### src/rtl/alu_share_arbiter.sv
// Two-requester round-robin front end that time-shares one combinational ALU32Bit
// through a registered issue stage and a registered response stage.
module alu_share_arbiter #(
    parameter int DATA_WIDTH = 32,
    parameter int CTRL_WIDTH = 5,
    parameter int MAX_CTRL   = 29
) (
    input  logic                  Clk,
    input  logic                  Reset,
    input  logic                  Flush,
    input  logic                  Req0Valid,
    output logic                  Req0Ready,
    input  logic [CTRL_WIDTH-1:0] Req0Control,
    input  logic [DATA_WIDTH-1:0] Req0A,
    input  logic [DATA_WIDTH-1:0] Req0B,
    input  logic                  Req1Valid,
    output logic                  Req1Ready,
    input  logic [CTRL_WIDTH-1:0] Req1Control,
    input  logic [DATA_WIDTH-1:0] Req1A,
    input  logic [DATA_WIDTH-1:0] Req1B,
    output logic                  Resp0Valid,
    output logic                  Resp1Valid,
    output logic [DATA_WIDTH-1:0] RespResult,
    output logic                  RespZero,
    output logic                  RespError,
    output logic [CTRL_WIDTH-1:0] AluControl,
    output logic [DATA_WIDTH-1:0] AluA,
    output logic [DATA_WIDTH-1:0] AluB,
    input  logic [DATA_WIDTH-1:0] AluResult,
    input  logic                  AluZero,
    output logic                  Busy
);

    // r_ptr names the requester that wins when both are valid
    logic                  r_ptr;

    logic                  r_iss_valid;
    logic                  r_iss_src;
    logic [CTRL_WIDTH-1:0] r_iss_ctrl;
    logic [DATA_WIDTH-1:0] r_iss_a;
    logic [DATA_WIDTH-1:0] r_iss_b;

    logic                  r_rsp_valid;
    logic                  r_rsp_src;
    logic [DATA_WIDTH-1:0] r_rsp_result;
    logic                  r_rsp_zero;
    logic                  r_rsp_err;

    logic                  w_grant0;
    logic                  w_grant1;
    logic                  w_accept;
    logic                  w_illegal;

    always_comb begin
        w_grant0 = !Flush && Req0Valid && (!Req1Valid || !r_ptr);
        w_grant1 = !Flush && Req1Valid && (!Req0Valid || r_ptr);
    end

    assign w_accept  = w_grant0 | w_grant1;
    assign w_illegal = r_iss_ctrl > CTRL_WIDTH'(MAX_CTRL);
    assign Req0Ready = w_grant0;
    assign Req1Ready = w_grant1;

    always_ff @(posedge Clk or posedge Reset) begin
        if (Reset) begin
            r_ptr        <= 1'b0;
            r_iss_valid  <= 1'b0;
            r_iss_src    <= 1'b0;
            r_iss_ctrl   <= '0;
            r_iss_a      <= '0;
            r_iss_b      <= '0;
            r_rsp_valid  <= 1'b0;
            r_rsp_src    <= 1'b0;
            r_rsp_result <= '0;
            r_rsp_zero   <= 1'b0;
            r_rsp_err    <= 1'b0;
        end else if (Flush) begin
            // Squash both stages; pointer and captured response data are untouched
            r_iss_valid <= 1'b0;
            r_rsp_valid <= 1'b0;
        end else begin
            r_iss_valid <= w_accept;
            if (w_accept) begin
                r_ptr      <= w_grant0;
                r_iss_src  <= w_grant1;
                r_iss_ctrl <= w_grant1 ? Req1Control : Req0Control;
                r_iss_a    <= w_grant1 ? Req1A : Req0A;
                r_iss_b    <= w_grant1 ? Req1B : Req0B;
            end
            r_rsp_valid <= r_iss_valid;
            if (r_iss_valid) begin
                r_rsp_src    <= r_iss_src;
                r_rsp_err    <= w_illegal;
                r_rsp_result <= w_illegal ? '0 : AluResult;
                r_rsp_zero   <= w_illegal ? 1'b1 : AluZero;
            end
        end
    end

    always_comb begin
        AluControl = '0;
        AluA       = '0;
        AluB       = '0;
        if (r_iss_valid) begin
            AluControl = r_iss_ctrl;
            AluA       = r_iss_a;
            AluB       = r_iss_b;
        end
    end

    assign Resp0Valid = r_rsp_valid && !r_rsp_src;
    assign Resp1Valid = r_rsp_valid && r_rsp_src;
    assign RespResult = r_rsp_result;
    assign RespZero   = r_rsp_zero;
    assign RespError  = r_rsp_err;
    assign Busy       = r_iss_valid | r_rsp_valid;

endmodule

### config.mk
export PLATFORM = sky130hd
export DESIGN_NAME = alu_share_arbiter
export DESIGN_NICKNAME = d
export VERILOG_FILES = /design/src/rtl/alu_share_arbiter.sv
export SDC_FILE = /design/constraint.sdc
export NUM_CORES = 1
export LEC_CHECK = 0
export ABC_AREA = 1
export CAP_MARGIN = 20
export CORE_MARGIN = 4
export CORE_UTILIZATION = 35
export CTS_CLUSTER_SIZE = 25
export DETAILED_ROUTE_END_ITERATION = 10
export GPL_ROUTABILITY_DRIVEN = 0
export PLACE_DENSITY_LB_ADDON = 0.3
export SLEW_MARGIN = 20
export SYNTH_ARGS = -nofsm -noshare
export SYNTH_HDL_FRONTEND = slang
export SYNTH_SLANG_ARGS = --single-unit
### constraint.sdc
create_clock -name Clk -period 5.3 [get_ports Clk]
set_input_delay 1.59 -clock Clk [delete_from_list [all_inputs] [get_ports Clk]]
set_output_delay 1.59 -clock Clk [all_outputs]
set_load 0.005 [all_outputs]
==> impl_metrics.env, run 1 <==
export IMPL_synthMostInstantiatedCell="nand2_1"
export IMPL_worstReg2RegEnd="r_rsp_src$_DFFE_PP0P_"
export IMPL_critical_path_depth=5
export IMPL_grt_pass1_vias=5792
export IMPL_antennaDiodeCount=0
export IMPL_dpl_hpwl_microns=13500
export IMPL_cts_hold_fix_buffers=0
export IMPL_power_density_nw_per_um2=248
export IMPL_numPlacedInstances=1370
export IMPL_numCtsBuffers=9
export IMPL_synth_top_area_cell="dfrtp_1"
export IMPL_worst_path_buf_inv=3
export IMPL_io_buffer_count=283
export IMPL_dp_area_sq_um=8960
export IMPL_highest_layer="met5"
export IMPL_final_max_slew_violation_count=0
export IMPL_critPathRequiredTime_ns=3.71
export IMPL_cp_endpoint="Req0Ready"
export IMPL_grt_max_degree=71
export IMPL_vias=6126
export IMPL_floorplan_die_area_sq_um=19300
export IMPL_final_area_sq_um=9240
export IMPL_cpPeakStageDelay_ns=0.56
export IMPL_tns_ns=0
export IMPL_minimum_period_implied_by_the_final_worst_setup_slack_ns=4.57
export IMPL_yosysTopAreaCellShare_pct=45.2
export IMPL_post_drt_wl_per_cell_microns=13.9
export IMPL_cts_repair_resize_count=0
export IMPL_worst_hold_path_type="reg -> reg"
export IMPL_worst_setup_hold_path_clk_slew_ns=0.07
export IMPL_crit_path_max_fanout=3
export IMPL_ys_ff_latch=108
export IMPL_clk_latency_ns=0.35
export IMPL_synth_top_cells_by_area="dfrtp_1, nand2_1, nand3_1"
export IMPL_netlist_top_cells_count="nand2_1, inv_1, nand3_1"
export IMPL_wl_met2_microns=8770
export IMPL_path_class="in -> out"
export IMPL_wl_met1_microns=8280
export IMPL_total_leakage_power_nw=5.28
export IMPL_critical_path_cell_chain="clkdlybuf4s50_1, inv_2, nand2_1, a21oi_1, clkdlybuf4s50_1"
export IMPL_timing_hold_worst_start="RespResult[19]$_DFFE_PP0P_"
export IMPL_drt_first_iter_violations=303
export IMPL_layout_cells_sized_above_1_pct=3.09
export IMPL_synthesis_instances=910
export IMPL_finalHoldViolCount=0
export IMPL_antenna_found_initial=1
export IMPL_clock_root_buffer="clkbuf_16"
export IMPL_crit_start="Flush"
export IMPL_numClockSinks=108
export IMPL_final_setup_viol_count=0
export IMPL_seq_area_frac_synth_pct=45.2
export IMPL_synth_warnings=0
export IMPL_worst_r2r_cell_count=6
export IMPL_max_clock_freq_mhz=219
export IMPL_cts_setup_buffers=0
export IMPL_routed_wirelength_microns=19300
export IMPL_syn_num_nets=1086
export IMPL_initial_core_util_pct=36.0
export IMPL_number_of_violations_of_the_max_capacitance_limit=0
export IMPL_rsz_0062_raised_after_global_routing="false"
export IMPL_outcome="completed"
export IMPL_slew_headroom_pct=46.9
export IMPL_h_tree_depth=3
export IMPL_remaining_drc_errors=0
export IMPL_critical_path_slowest_cell="clkdlybuf4s50_1"
export IMPL_floorplan_core_area_sq_um=16600
export IMPL_worst_slew_pin_transition_ns=0.796
export IMPL_syn_mean_instance_area_sq_um=6.58
export IMPL_firstDrtPassIters=5
export IMPL_critPathLaunchType="primary input"
export IMPL_die_h_microns=139
export IMPL_die_w_microns=139
export IMPL_postSynth_asyncResetShare_pct=100
export IMPL_crit_top_cell="clkdlybuf4s50_1"
export IMPL_stdcell_count=1386
export IMPL_vdd_ir_drop_worst_mv=0.152
export IMPL_skew_ns=0.00679
export IMPL_finish_net_count=1337
export IMPL_timing_critical_path_max_delay_family="buffers and inverters"
export IMPL_gr_util_all_layers_pct=19.8
export IMPL_synth_main_ff_cell="dfrtp_1"
export IMPL_period_share_pct=86.3
export IMPL_synth_distinct_cells=16
export IMPL_row_count=47
export IMPL_ctsLongestPathBuffers=2
export IMPL_r2r_setup_slack_ns=3.04
export IMPL_dr_wl_met3_microns=1830
export IMPL_routed_via_density=4.42
export IMPL_number_of_flops_mapped_to_enable_cells_by_yosys=0
export IMPL_flow_area_growth_from_synthesis_pct=54.4
export IMPL_grt_pass1_wl_microns=31100
export IMPL_cts_tree="built"
export IMPL_worstSetupEndpointType="output port"
export IMPL_worst_endpoint_arrival_ns=2.98
export IMPL_grt_ovfl_total=0
export IMPL_worst_r2r_startpoint="r_iss_valid$_DFF_PP0_"
export IMPL_syn_cell_area_sq_um=5980
export IMPL_top_level_ports=284
export IMPL_ant_nets=0
## final cells by class
type,instances,area (sq um)
well taps,220,275
multi-input cells,531,2240
inverters,219,825
repair buffers,292,2910
fillers,1661,7400
flip-flops and latches,108,2700
clock buffers,9,225
clock inverters,7,51.3
## worst reg2reg max path: cells and delay by family (launching register included)
| kind | cells | cell delay [ns] |
|---|---|---|
| buffers and inverters | 3 | 0.91 |
| flip-flops | 1 | 0.88 |
| AND/OR/NAND/NOR | 2 | 0.26 |
| AO/OA/AOI/OAI | 1 | 0.08 |
## how the worst min path moves through the flow
stage | end | slack (ns) | depth (start not counted)
2_1_floorplan | r_iss_a[28]$_DFFE_PP0P_ | 0.45 | 2
3_3_place_gp | RespResult[23]$_DFFE_PP0P_ | 0.46 | 2
3_5_place_dp | r_iss_b[17]$_DFFE_PP0P_ | 0.46 | 2
4_1_cts | RespResult[19]$_DFFE_PP0P_ | 0.48 | 2
5_1_grt | RespResult[21]$_DFFE_PP0P_ | 0.49 | 2
6_report | RespResult[19]$_DFFE_PP0P_ | 0.48 | 2
## routing by layer
| layer | track usage (%) | vias up |
|---|---|---|
| met5 | 0 | - |
| met4 | 6.28 | 2 |
| met3 | 6.97 | 25 |
| met2 | 31.6 | 216 |
| met1 | 25.3 | 2730 |
| li1 | - | 3153 |
## stage by stage
stage	util, %	setup slack [ns]	hold slack (ns)	power (mW)
after floorplan	-	0.864	0.449	1.29
after global placement	53.8	0.713	0.461	1.66
after detailed placement	53.8	0.716	0.465	1.68
after CTS	55.5	0.703	0.483	2.33
after global routing	55.5	0.662	0.488	2.44
final	55.5	0.728	0.480	2.29
## cell usage in the layout, fill, tap and decap left out, drive strengths merged
master / instances
a21oi: 1
buf: 9
clkbuf: 9
clkdlybuf4s50: 283
clkinv: 3
clkinvlp: 2
dfrtp: 108
inv: 221
nand2: 351
nand3: 170
nand4: 1
nor2: 3
o21ai: 4
o21bai: 1
## logic make-up (layout without fill, tap and decap cells)
| group | count (synthesis) | in the layout | share of synthesized area (%) |
|---|---|---|---|
| DFF | 108 | 108 | 45.2 |
| AOI/OAI and AO/OA | 6 | 6 | 0.606 |
| and+or+nand+nor | 525 | 525 | 36.6 |
| buffers and inverters | 271 | 527 | 17.6 |
## where the power goes
| group | internal, mW | switching (mW) |
|---|---|---|
| registers | 0.942 | 0.0722 |
| logic | 0.353 | 0.283 |
| clock network | 0.322 | 0.320 |
| total | 1.62 | 0.675 |
## state kept, by name, summed over array words and instances (netlist names), 5 cells and up
name	cells
RespResult	32
r_iss_a	32
r_iss_b	32
r_iss_ctrl	5
Note: power is estimated with default switching activity, not from simulation.
==> run 2: changes to the inputs <==
--- a/config.mk
+++ b/config.mk
@@ -5,7 +5,6 @@
 export SDC_FILE = /design/constraint.sdc
 export NUM_CORES = 1
 export LEC_CHECK = 0
-export ABC_AREA = 1
 export CAP_MARGIN = 20
 export CORE_MARGIN = 4
 export CORE_UTILIZATION = 35
==> run 2 against run 1 <==
Register-to-register slack worse by 0.12 ns. Count of clock-buffer cells in the layout is 2 higher. Cell count is 26% lower. Hold slack better by 0.017 ns. Via count is 6.7% lower. Die area is 6.7% lower. Maximum frequency is 0.96% lower. Non-clock buffer count stayed put. Sequential share of layout area is 1.9 points higher. First-iteration DRC count is 28% higher. Wire length is 2.8% higher. Critical endpoint unchanged. Largest cell class unchanged. Largest power group unchanged.
==> impl_metrics.env, run 2 <==
export IMPL_grt_max_degree=84
export IMPL_flow_area_growth_from_synthesis_pct=56.3
export IMPL_grt_pass1_wl_microns=31400
export IMPL_cts_setup_buffers=0
export IMPL_syn_cell_area_sq_um=5560
export IMPL_path_class="in -> out"
export IMPL_power_combinational_fraction_pct=28.6
export IMPL_ys_ff_latch=108
export IMPL_post_drt_wl_per_cell_microns=19.3
export IMPL_ctsLongestPathBuffers=2
export IMPL_floorplan_die_area_sq_um=18000
export IMPL_worst_hold_path_type="reg -> reg"
export IMPL_numPlacedInstances=1013
export IMPL_initial_core_util_pct=36.1
export IMPL_final_max_slew_violation_count=0
export IMPL_finalHoldViolCount=0
export IMPL_cts_hold_fix_buffers=0
export IMPL_h_tree_depth=3
export IMPL_worst_setup_hold_path_clk_slew_ns=0.07
export IMPL_antenna_found_initial=1
export IMPL_seq_area_frac_synth_pct=48.6
export IMPL_number_of_violations_of_the_max_capacitance_limit=0
export IMPL_crit_path_max_fanout=3
export IMPL_power_share_sequential_pct=43.9
export IMPL_netlist_top_cells_count="dfrtp_1, nor2_1, and2_1"
export IMPL_routed_via_density=5.55
export IMPL_internal_power_mw=1.68
export IMPL_power_density_nw_per_um2=269
export IMPL_postSynth_asyncResetShare_pct=100
export IMPL_timing_critical_path_max_delay_family="buffers and inverters"
export IMPL_synth_distinct_cells=26
export IMPL_firstDrtPassIters=5
export IMPL_synthesis_instances=586
export IMPL_mostFrequentLayoutCells="clkdlybuf4s50_1, dfrtp_1, nor2_1, and2_1"
export IMPL_top_level_ports=284
export IMPL_die_w_microns=134
export IMPL_layout_cells_sized_above_1_pct=4.28
export IMPL_max_clock_freq_mhz=217
export IMPL_slew_headroom_pct=29.6
export IMPL_die_h_microns=134
export IMPL_worst_endpoint_arrival_ns=3.03
export IMPL_worst_hold_slack_ns=0.498
export IMPL_row_count=45
export IMPL_worst_r2r_cell_count=3
export IMPL_ant_nets=0
export IMPL_syn_mean_instance_area_sq_um=9.48
export IMPL_outcome="completed"
export IMPL_number_of_flops_mapped_to_enable_cells_by_yosys=0
export IMPL_gr_util_all_layers_pct=21.5
export IMPL_worstSetupEndpointType="output port"
export IMPL_syn_num_nets=762
export IMPL_minimum_period_implied_by_the_final_worst_setup_slack_ns=4.62
export IMPL_critPathRequiredTime_ns=3.71
export IMPL_remaining_drc_errors=0
export IMPL_rsz_0062_raised_after_global_routing="false"
export IMPL_crit_top_cell="clkdlybuf4s50_1"
export IMPL_clock_root_buffer="clkbuf_16"
export IMPL_mostFrequentLayoutCell="clkdlybuf4s50_1"
export IMPL_total_leakage_power_nw=3.24
export IMPL_clk_latency_ns=0.34
export IMPL_grt_pass1_vias=5707
export IMPL_critical_path_depth=4
export IMPL_share_clk_of_total_power_pct=27.4
export IMPL_synth_main_ff_cell="dfrtp_1"
export IMPL_numClockSinks=108
export IMPL_stdcell_count=1029
export IMPL_worst_hold_path_cells=2
export IMPL_tns_ns=0
export IMPL_final_setup_viol_count=0
export IMPL_critPathLaunchType="primary input"
export IMPL_critical_path_slowest_cell="clkdlybuf4s50_1"
export IMPL_period_share_pct=87.1
export IMPL_skew_ns=0.00768
export IMPL_dpl_hpwl_microns=13200
export IMPL_numCtsBuffers=9
export IMPL_vias=5716
export IMPL_critical_path_cell_chain="clkdlybuf4s50_1, inv_2, a211oi_1, clkdlybuf4s50_1"
export IMPL_synth_warnings=0
export IMPL_synthMostInstantiatedCell="dfrtp_1"
export IMPL_grt_ovfl_total=0
export IMPL_cts_repair_resize_count=0
export IMPL_vdd_ir_drop_worst_mv=0.137
export IMPL_drt_first_iter_violations=387
export IMPL_floorplan_core_area_sq_um=15400
export IMPL_cts_tree="built"
export IMPL_finish_net_count=989
export IMPL_routed_wirelength_microns=19800
export IMPL_p_switching_uw=653
export IMPL_synth_top_cells_by_area="dfrtp_1, o2111ai_1, and2_1"
export IMPL_worst_path_buf_inv=3
export IMPL_worst_slew_pin_transition_ns=1.05
export IMPL_finalCoreUtilization_pct=56.5
export IMPL_yosysTopAreaCellShare_pct=48.6
export IMPL_synth_top_area_cell="dfrtp_1"
export IMPL_power_share_switching_pct=28.0
export IMPL_io_buffer_count=283
export IMPL_cpPeakStageDelay_ns=0.56
==> run 2: cell count changes in the layout (fill, tap and decap cells not counted), moves of 57 or more <==
| cell | delta |
|---|---|
| nor2_1 | +72 |
| o21ai_0 | +57 |
| inv_1 | -210 |
| and2_1 | +70 |
| nand3_1 | -170 |
| nand2_1 | -348 |
| o2111ai_1 | +69 |
| a31oi_1 | +69 |
==> run 2: kinds of logic (layout without fill, tap and decap cells) <==
family | Yosys count | count (layout) | synth area share [%]
AO/OA/AOI/OAI | 246 | 246 | 31.1
AND/OR/NAND/NOR | 149 | 149 | 13.4
other | 0 | 1 | 0
flip-flops | 108 | 108 | 48.6
buffers and inverters | 83 | 314 | 6.78
==> run 2: worst paths after layout <==
kind / startpoint / endpoint / slack, ns
min in group asynchronous: Reset / RespResult[17]$_DFFE_PP0P_ / 1.77
worst max-delay path: Req0Valid / Req0Ready / 0.68
max in group asynchronous: Reset / r_iss_a[31]$_DFFE_PP0P_ / 2.81
worst max register to register: r_iss_valid$_DFF_PP0_ / RespResult[22]$_DFFE_PP0P_ / 2.92
worst min-delay path: RespError$_DFFE_PP0P_ / RespError$_DFFE_PP0P_ / 0.50
worst min register to register: RespError$_DFFE_PP0P_ / RespError$_DFFE_PP0P_ / 0.50
==> run 2: worst min-delay path: stages, from the launching register on <==
cell	delay [ns]
dfrtp_1	0.34
nor2_1	0.05
nor2_1	0.07
==> run 2: layout make-up <==
type	count	area, sq um
multi-input combinational	395	2490
clock buffer	11	253
clock inverter	4	25.0
sequential	108	2710
fill	1316	6680
inverter	7	33.8
tap	211	264
antenna	1	2.50
timing repair buffer	292	2910
==> run 2: power by group through the flow <==
stage / sequential (mW) / clock (mW) / combinational, mW
after detailed placement: 1.04 / 0 / 0.670
final: 1.03 / 0.640 / 0.669
after global placement: 1.03 / 0 / 0.662
after global routing: 1.04 / 0.685 / 0.727
after CTS: 1.03 / 0.656 / 0.674
after floorplan: 1.02 / 0 / 0.288
==> run 2: through the flow <==
| stage | setup WS, ns | power [mW] | cell area, sq um |
|---|---|---|---|
| after detailed placement | 0.686 | 1.71 | 8400 |
| after CTS | 0.677 | 2.36 | 8680 |
| after global placement | 0.729 | 1.70 | 8400 |
| after global routing | 0.595 | 2.45 | 8690 |
| after floorplan | 0.864 | 1.31 | 5560 |
| final | 0.683 | 2.33 | 8690 |
==> run 2: per-layer routing <==
layer	vias up	GRT usage (%)	share of wire (%)
met2	279	34.5	48
li1	2646	-	-
met5	-	0	0
met1	2766	28.3	41
met4	0	7.31	1.9
met3	25	5.78	8.9
